--- src/rtl/branch_predictor_if.sv ---
// branch_predictor_if
// Groups the IF-side lookup and the EX-side training bus of the branch predictor.
//   pc_IF          : PC of the instruction currently being decoded (lookup index source)
//   predict        : taken/not-taken prediction for pc_IF
//   update_en      : EX resolved a real conditional branch this cycle
//   update_pc      : PC of the resolving branch
//   update_taken   : actual outcome of the resolving branch
//   update_predict : prediction that travelled down the pipe with that branch
// master = pipeline side (drives PCs and training), slave = predictor.
interface branch_predictor_if;
  logic [31:0] pc_IF;
  logic        predict;
  logic        update_en;
  logic [31:0] update_pc;
  logic        update_taken;
  logic        update_predict;

  modport master (
    output pc_IF, update_en, update_pc, update_taken, update_predict,
    input  predict
  );

  modport slave (
    input  pc_IF, update_en, update_pc, update_taken, update_predict,
    output predict
  );
endinterface

--- src/rtl/branch_predictor.sv ---
// branch_predictor
// Bimodal conditional-branch predictor: a table of 2-bit saturating counters
// indexed by pc[INDEX_BITS+1:2], plus saturating branch/mispredict statistics.
// Ports:
//   clk, rst        : clock and synchronous active-high reset
//   bus             : lookup + training bus (branch_predictor_if.slave)
//   bht_addr_debug  : debug read index into the counter table
//   bht_data_debug  : counter value at bht_addr_debug (combinational, pre-update)
//   branch_cnt      : resolved conditional branches since reset (saturating)
//   mispredict_cnt  : resolved branches whose outcome differed from the prediction
module branch_predictor #(
  parameter int         INDEX_BITS = 6,
  parameter logic [1:0] INIT_STATE = 2'b01
) (
  input  logic                  clk,
  input  logic                  rst,
  branch_predictor_if.slave     bus,
  input  logic [INDEX_BITS-1:0] bht_addr_debug,
  output logic [1:0]            bht_data_debug,
  output logic [31:0]           branch_cnt,
  output logic [31:0]           mispredict_cnt
);

  localparam int ENTRIES = 2 ** INDEX_BITS;

  logic [1:0]            bht [ENTRIES];
  logic [INDEX_BITS-1:0] read_idx;
  logic [INDEX_BITS-1:0] update_idx;

  // Word-aligned PCs: the low two bits and everything above the index are
  // deliberately ignored, so distinct branches may alias onto one counter.
  assign read_idx   = bus.pc_IF[INDEX_BITS+1:2];
  assign update_idx = bus.update_pc[INDEX_BITS+1:2];

  logic unused_pc_bits;
  assign unused_pc_bits = ^{bus.pc_IF[31:INDEX_BITS+2], bus.pc_IF[1:0],
                            bus.update_pc[31:INDEX_BITS+2], bus.update_pc[1:0]};

  // Reads come straight from the registers, so a same-cycle update to the
  // same entry is not bypassed: the new value appears the following cycle.
  assign bus.predict    = bht[read_idx][1];
  assign bht_data_debug = bht[bht_addr_debug];

  always_ff @(posedge clk) begin
    if (rst) begin
      for (int i = 0; i < ENTRIES; i++) begin
        bht[i] <= INIT_STATE;
      end
    end else if (bus.update_en) begin
      if (bus.update_taken) begin
        if (bht[update_idx] != 2'b11) begin
          bht[update_idx] <= bht[update_idx] + 2'b01;
        end
      end else begin
        if (bht[update_idx] != 2'b00) begin
          bht[update_idx] <= bht[update_idx] - 2'b01;
        end
      end
    end
  end

  // Statistics stick at all-ones rather than wrapping, so a long run never
  // reports a misleadingly small count.
  always_ff @(posedge clk) begin
    if (rst) begin
      branch_cnt     <= 32'd0;
      mispredict_cnt <= 32'd0;
    end else if (bus.update_en) begin
      if (branch_cnt != 32'hFFFF_FFFF) begin
        branch_cnt <= branch_cnt + 32'd1;
      end
      if ((bus.update_taken != bus.update_predict) &&
          (mispredict_cnt != 32'hFFFF_FFFF)) begin
        mispredict_cnt <= mispredict_cnt + 32'd1;
      end
    end
  end

endmodule

--- src/flat_wrapper.sv ---
// flat-port wrapper written by rule: the top's interface ports become plain ports
module branch_predictor_flat 
#(
  parameter int         INDEX_BITS = 6,
  parameter logic [1:0] INIT_STATE = 2'b01
)
  (clk, rst, bht_addr_debug, bht_data_debug, branch_cnt, mispredict_cnt, bus_pc_IF, bus_update_en, bus_update_pc, bus_update_taken, bus_update_predict, bus_predict);
  branch_predictor_if bus_i ();
  input  logic clk;
  input  logic rst;
  input  logic [INDEX_BITS-1:0] bht_addr_debug;
  output logic [1:0] bht_data_debug;
  output logic [31:0] branch_cnt;
  output logic [31:0] mispredict_cnt;
  input wire logic [$bits(bus_i.pc_IF)-1:0] bus_pc_IF;
  input wire logic [$bits(bus_i.update_en)-1:0] bus_update_en;
  input wire logic [$bits(bus_i.update_pc)-1:0] bus_update_pc;
  input wire logic [$bits(bus_i.update_taken)-1:0] bus_update_taken;
  input wire logic [$bits(bus_i.update_predict)-1:0] bus_update_predict;
  output wire logic [$bits(bus_i.predict)-1:0] bus_predict;
  assign bus_i.pc_IF = bus_pc_IF;
  assign bus_i.update_en = bus_update_en;
  assign bus_i.update_pc = bus_update_pc;
  assign bus_i.update_taken = bus_update_taken;
  assign bus_i.update_predict = bus_update_predict;
  assign bus_predict = bus_i.predict;
  branch_predictor #(.INDEX_BITS(INDEX_BITS), .INIT_STATE(INIT_STATE)) u_core (.clk(clk), .rst(rst), .bus(bus_i), .bht_addr_debug(bht_addr_debug), .bht_data_debug(bht_data_debug), .branch_cnt(branch_cnt), .mispredict_cnt(mispredict_cnt));
endmodule
--- config.mk ---
export PLATFORM = sky130hd
export DESIGN_NAME = branch_predictor_flat
export DESIGN_NICKNAME = d
export VERILOG_FILES = /design/src/rtl/branch_predictor_if.sv /design/src/rtl/branch_predictor.sv /design/src/flat_wrapper.sv
export SDC_FILE = /design/constraint.sdc
export NUM_CORES = 1
export LEC_CHECK = 0
export CAP_MARGIN = 10
export CORE_ASPECT_RATIO = 0.6
export CORE_MARGIN = 2
export CORE_UTILIZATION = 30
export DETAILED_ROUTE_END_ITERATION = 8
export SYNTH_ARGS = -nofsm -noshare
export SYNTH_HDL_FRONTEND = slang
export SYNTH_SLANG_ARGS = --single-unit
--- constraint.sdc ---
create_clock -name clk -period 3.8 [get_ports clk]
set_clock_uncertainty 0.2 [all_clocks]
set_input_delay 0.76 -clock clk [delete_from_list [all_inputs] [get_ports clk]]
set_output_delay 0.76 -clock clk [all_outputs]
set_load 0.02 [all_outputs]
==> flow_metrics.py, run 1 <==
metrics = {
    "detailed_routing": {
        "avgRoutedWirePerCell_um": 23.9,
        "dr_total_vias": 9688,
        "top_layer": "met4",
        "avgViaCountPerCell": 5.67,
        "met1Wirelength_mm": 18.7,
        "ant_nets": 0,
        "wl_met2_mm": 15.2,
        "drt-total-wl_mm": 40.8,
        "wl_met3_mm": 6.51,
        "drc": 0,
        "dr.pass1.iters": 5,
        "drt-initial-drc-count": 1119,
    },
    "sta": {
        "rsz0062_at_grt": "false",
        "finalHoldViolCount": 0,
        "maxSlewViolCount": 0,
        "setup_viol": 0,
        "slew_headroom_pct": 53.0,
        "post-route-period-util_pct": 99.7,
        "min_period_ns": 3.79,
        "fmax_ghz": 0.264,
        "worst_pin_slew_ns": 0.702,
        "tns_ns": 0,
    },
    "logic_synthesis": {
        "syn_inst": 1047,
        "synth_top_family_by_area": "simple AND/OR/NAND/NOR gates",
        "syn_nets": 1124,
        "synth_compound_area_share_pct": 8.37,
        "yosysSeqAreaShare_pct": 46.1,
        "ys_types": 67,
        "synth-seq-cells": 192,
        "async_flop_share_pct": 0,
        "synth_xor_area_share_pct": 4.33,
        "synthesis.area_um2": 11100,
        "synth_edf_count": 128,
        "syn_area_per_cell_um2": 10.6,
        "yosys.area_share.simple_pct": 19.3,
        "yosys.area_share.adder_pct": 0.225,
        "muxShareOfSynthArea_pct": 17.6,
        "synth_ff_type": "edfxtp_1",
        "yosys_warnings": 0,
    },
    "run_status": {
        "status": "complete, no violations",
    },
    "die": {
        "die_height_um": 153,
        "core_um2": 36400,
        "dieArea_um2": 38700,
        "fp.dieW_um": 252,
        "io_pins": 142,
        "rows": 54,
        "initial_core_util_pct": 30.5,
    },
    "global_route": {
        "grt_max_degree": 65,
        "grt_pass1_wl_mm": 59.3,
        "antenna_found_initial": 0,
        "gr-usage-all-layers_pct": 21.0,
        "grt_overflow": 0,
        "grt_pass1_vias": 8948,
    },
    "worst_setup_path": {
        "critPathLaunchType": "input pin",
        "end_kind": "output port",
        "setup.worst_path.class": "in -> out",
        "critPathRequiredTime_ns": 2.84,
        "worst_ep_arrival_time_ns": 2.83,
        "crit_path_max_fanout": 16,
    },
    "flow_run": {
        "drv_cap": 0,
    },
    "finish": {
        "layout-drive-gt1-share_pct": 23.4,
        "area_growth_syn_to_layout_pct": 29.1,
        "nets": 1297,
        "finalInstanceArea_um2": 14400,
        "diodes": 0,
        "fillCellCount": 3497,
    },
    "cts": {
        "clk_pin_slew_ns": 0.08,
        "cts_buffers": 17,
        "root_buffer": "clkbuf_16",
        "cts.hold.buffers_added": 0,
        "cts_num_sinks": 192,
        "clk_latency_ns": 0.46,
        "htree_levels": 4,
        "cts_tree": "built",
        "cts_max_path_buffers": 2,
    },
    "power_and_ir_drop": {
        "power.total_mw": 5.12,
        "leakage_nw": 4.78,
        "peakVddDrop_mv": 0.318,
        "powerDensity_nw_per_um2": 357,
    },
    "place": {
        "dpl-instance-area_um2": 13500,
        "gp_congestion": 0.974,
        "portBuffers": 89,
        "hpwl_mm": 30.1,
    },
    "min_path": {
        "worst_hold_path_type": "reg -> reg",
    },
}
area by class of cell:
class	count	area (um^2)	share of cell area, %
clock buffer	17	425	2.96
clock inverter	15	213	1.48
inverter	13	48.8	0.340
multi-input combinational	759	5580	38.9
sequential	192	5120	35.7
tap	476	596	4.15
timing repair buffer	237	2360	16.4
where the power goes:
group	total, mW	switching (mW)	leakage, nW	internal [mW]
sequential	2.30	0.0461	1.63	2.25
combinational	0.848	0.477	2.84	0.370
clock	1.98	0.959	0.313	1.02
sequential cells by signal, indices dropped and copies added, names as in the netlist:
name and flops:
u_core.branch_cnt 32, u_core.bht 128, u_core.mispredict_cnt 32
per-layer routing:
metal | vias to the layer above | track usage, %
li1 | 4264 | -
met3 | 30 | 12.8
met5 | - | 0
met4 | 0 | 3.63
met2 | 541 | 25.0
met1 | 4853 | 31.6
Yosys cell counts, drive strengths merged (2+ instances only):
cell / instances / area [um^2]
or3b: 2 / 17.5
or4: 3 / 22.5
edfxtp: 128 / 3840
nand2: 117 / 439
buf: 38 / 221
clkbuf: 45 / 174
nor2b: 4 / 25.0
or3: 8 / 50.1
a22o: 4 / 35.0
and4: 11 / 96.3
nor3b: 5 / 37.5
nor2: 127 / 477
dfxtp: 64 / 1280
nand3b: 4 / 30.0
a211oi: 3 / 22.5
ha: 2 / 25.0
o21ai: 64 / 320
and2: 5 / 31.3
and3b: 5 / 43.8
xnor2: 16 / 140
nor3: 29 / 145
o31ai: 5 / 37.5
a21o: 16 / 120
mux2i: 22 / 224
nand3: 74 / 370
a22oi: 4 / 30.0
nand2b: 9 / 56.3
o22ai: 9 / 56.3
inv: 13 / 48.8
nand4: 17 / 106
or2: 2 / 12.5
o32ai: 2 / 17.5
and3: 15 / 93.8
xor2: 39 / 342
a31oi: 5 / 31.3
nor4: 7 / 65.1
a21oi: 24 / 131
a221oi: 2 / 17.5
mux2: 12 / 135
mux4: 71 / 1600
what timing repair did:
| item | 4_1_cts | 5_1_grt |
|---|---|---|
| setup endpoints to repair | 104 | 168 |
| buffers inserted | 0 | 5 |
| gates resized for setup | 29 | 11 |
| cloned | 5 | 2 |
| pin swaps | 0 | 4 |
worst max-delay path, stage by stage:
cell,delay [ns]
clkdlybuf4s15_2,0.27
buf_12,0.22
mux4_2,0.41
mux4_2,0.50
mux4_2,0.48
buf_4,0.18
worst paths after layout:
check | startpoint | endpoint | slack, ns | cells past startpoint
setup / recovery | bht_addr_debug[1] | bht_data_debug[0] | 0.01 | 6
hold / removal | u_core.branch_cnt[30]$_SDFFE_PP0P_ | u_core.branch_cnt[30]$_SDFFE_PP0P_ | 0.30 | 2
setup reg to reg | u_core.bht[29][1]$_SDFFCE_PN0P_ | u_core.bht[0][0]$_SDFFCE_PN1P_ | 0.31 | 11
hold reg to reg | u_core.branch_cnt[30]$_SDFFE_PP0P_ | u_core.branch_cnt[30]$_SDFFE_PP0P_ | 0.30 | 2
cell families (layout without fill, tap and decap cells):
| group | count (synthesis) | after routing |
|---|---|---|
| xor gates and xnor gates | 55 | 55 |
| adders and majority gates | 2 | 2 |
| buffers and inverters | 96 | 282 |
| AOI/OAI and AO/OA | 150 | 150 |
| DFF | 192 | 192 |
| muxes | 105 | 105 |
| and+or+nand+nor | 447 | 447 |
cells in the final DEF (no fill, tap or decap), drive strengths merged, types with 5 or more instances in the layout:
cell type      count
nor2             127
edfxtp           128
xnor2             16
clkdlybuf4s50     78
and3              15
a31oi              5
mux2              12
and2               5
clkbuf            19
nor3              29
o31ai              5
or3                8
o21ai             64
and4              11
buf              153
nand2            117
and3b              5
clkinv             6
xor2              39
mux4              71
nand3             74
inv               20
nor4               7
nand4             17
mux2i             22
nor3b              5
a21o              16
dfxtp             64
o22ai              9
a21oi             24
nand2b             9
per-stage QoR:
stage / utilization [%] / hold WS, ns / cells / setup WS [ns]
finish: 39.4 / 0.303 / 1709 / 0.0125
global route: 39.4 / 0.321 / 1709 / 0.000251
CTS: 39.1 / 0.304 / 1702 / -0.0802
detailed placement: 37.0 / 0.293 / 1665 / -0.717
global placement: 37.0 / 0.282 / 1665 / -0.714
floorplan: - / 0.358 / 1047 / -0.156
Note: power is estimated with default switching activity, not from simulation.
==> run 2: changes to the inputs <==
--- a/config.mk
+++ b/config.mk
@@ -9,7 +9,9 @@
 export CORE_ASPECT_RATIO = 0.6
 export CORE_MARGIN = 2
 export CORE_UTILIZATION = 30
+export CTS_CLUSTER_SIZE = 40
 export DETAILED_ROUTE_END_ITERATION = 8
+export PLACE_DENSITY = 0.58
 export SYNTH_ARGS = -nofsm -noshare
 export SYNTH_HDL_FRONTEND = slang
 export SYNTH_SLANG_ARGS = --single-unit
==> constraint.sdc (replaced) <==
create_clock -name clk -period 4.85 [get_ports clk]
set_clock_uncertainty 0.2 [all_clocks]
set_input_delay 0.97 -clock clk [delete_from_list [all_inputs] [get_ports clk]]
set_output_delay 0.97 -clock clk [all_outputs]
set_load 0.02 [all_outputs]
==> flow_metrics.py, run 2 (synthesis results as in run 1) <==
metrics = {
    "run_status": {
        "status": "complete, no violations",
    },
    "global_route": {
        "grt_overflow": 0,
        "grt_max_degree": 78,
        "gr-usage-all-layers_pct": 19.7,
        "grt_pass1_wl_mm": 55.9,
        "grt_pass1_vias": 8535,
        "antenna_found_initial": 1,
    },
    "die": {
        "core_um2": 36400,
        "io_pins": 142,
        "dieArea_um2": 38700,
        "die_height_um": 153,
        "rows": 54,
        "initial_core_util_pct": 30.5,
        "fp.dieW_um": 252,
    },
    "power_and_ir_drop": {
        "powerDensity_nw_per_um2": 291,
        "power.total_mw": 3.92,
        "peakVddDrop_mv": 0.199,
        "leakage_nw": 4.27,
    },
    "detailed_routing": {
        "ant_nets": 0,
        "drt-total-wl_mm": 38.3,
        "drc": 0,
        "dr.pass1.iters": 6,
        "avgRoutedWirePerCell_um": 23.5,
        "dr_total_vias": 9348,
        "avgViaCountPerCell": 5.75,
        "drt-initial-drc-count": 1508,
    },
    "worst_setup_path": {
        "critPathLaunchType": "input pin",
        "critPathRequiredTime_ns": 3.68,
        "setup.worst_path.class": "in -> out",
        "end_kind": "output port",
        "worst_ep_arrival_time_ns": 3.56,
        "crit_path_max_fanout": 16,
    },
    "sta": {
        "setup_viol": 0,
        "finalHoldViolCount": 0,
        "fin_hold_ws_ns": 0.303,
        "slew_headroom_pct": 33.3,
        "worst_pin_slew_ns": 1.00,
        "post-route-period-util_pct": 97.5,
        "maxSlewViolCount": 0,
        "rsz0062_at_grt": "false",
        "min_period_ns": 4.73,
        "fmax_ghz": 0.211,
    },
    "finish": {
        "largest_reg_flops": 128,
        "nets": 1214,
        "final_cell_count_no_fill": 1627,
        "final_common_cell": "edfxtp_1",
        "final_cell_mix": "edfxtp_1, nor2_1, nand2_1, clkdlybuf4s50_1, nand3_1",
        "area_growth_syn_to_layout_pct": 21.0,
        "top_regs": "u_core.bht: 128 flops, u_core.branch_cnt: 32 flops, u_core.mispredict_cnt: 32 flops",
        "layout-drive-gt1-share_pct": 17.0,
        "top_register": "u_core.bht",
    },
    "place": {
        "hpwl_mm": 28.1,
        "gp_congestion": 0.980,
        "portBuffers": 89,
        "placedCellCount": 1594,
    },
    "min_path": {
        "worst_hold_path_type": "reg -> reg",
    },
    "cts": {
        "clk_latency_ns": 0.47,
        "cts.hold.buffers_added": 0,
        "htree_levels": 4,
        "cts_tree": "built",
        "cts_num_sinks": 192,
        "cts_max_path_buffers": 2,
        "clk_pin_slew_ns": 0.08,
        "root_buffer": "clkbuf_16",
        "cts_buffers": 17,
    },
    "flow_run": {
        "drv_cap": 0,
    },
}
-- run 2: critical path, stage by stage --
cell and delay [ns]:
clkdlybuf4s50_1 0.51, buf_12 0.21, mux4_2 0.53, mux4_2 0.52, mux4_2 0.48, dlygate4sd2_1 0.33
-- run 2: per-stage QoR --
| step | worst slack (ns) | instance area (um^2) | util, % | TNS (ns) |
|---|---|---|---|---|
| final | 0.121 | 13500 | 36.9 | 0 |
| after global routing | 0.0790 | 13500 | 36.9 | 0 |
| after CTS | 0.0295 | 13400 | 36.9 | 0 |
| after detailed placement | -0.101 | 12800 | 35.2 | -0.107 |
| after global placement | -0.0797 | 12800 | 35.2 | -0.0833 |
| after floorplan | 0.229 | 11100 | - | 0 |
-- run 2: worst paths after layout --
path	startpoint	end	slack (ns)	cells past startpoint
min	u_core.branch_cnt[14]$_SDFFE_PP0P_	u_core.branch_cnt[14]$_SDFFE_PP0P_	0.30	2
max reg2reg	u_core.bht[24][0]$_SDFFCE_PN1P_	u_core.bht[62][0]$_SDFFCE_PN1P_	1.12	9
min reg2reg	u_core.branch_cnt[14]$_SDFFE_PP0P_	u_core.branch_cnt[14]$_SDFFE_PP0P_	0.30	2
max	bus_pc_IF[2]	bus_predict	0.12	6
-- run 2: cell type report --
| type | count | area, um^2 |
|---|---|---|
| inverter | 13 | 48.8 |
| tap | 476 | 596 |
| sequential | 192 | 5120 |
| fill | 3552 | 23000 |
| antenna | 1 | 2.50 |
| clock buffer | 17 | 425 |
| multi-input combinational | 759 | 5560 |
| clock inverter | 15 | 213 |
| timing repair buffer | 154 | 1480 |
-- run 2: timing repair --
item                       CTS  global route
setup endpoints to repair    2             1
buffers inserted             0             0
resized for setup            2             1
pin swaps                    0             0
-- run 2: per-layer routing --
| layer | global-route usage [%] | wire [um] |
|---|---|---|
| met1 | 29.8 | 17500 |
| met2 | 23.7 | 14400 |
| met3 | 10.6 | 6030 |
| met4 | 4.68 | 420 |
| met5 | 0 | 0 |
-- run 2: report_power, final --
group / total [mW] / internal, mW / switching [mW]
combinational: 0.570 / 0.215 / 0.355
sequential: 1.79 / 1.76 / 0.0302
clock: 1.56 / 0.764 / 0.791
total: 3.92 / 2.74 / 1.18
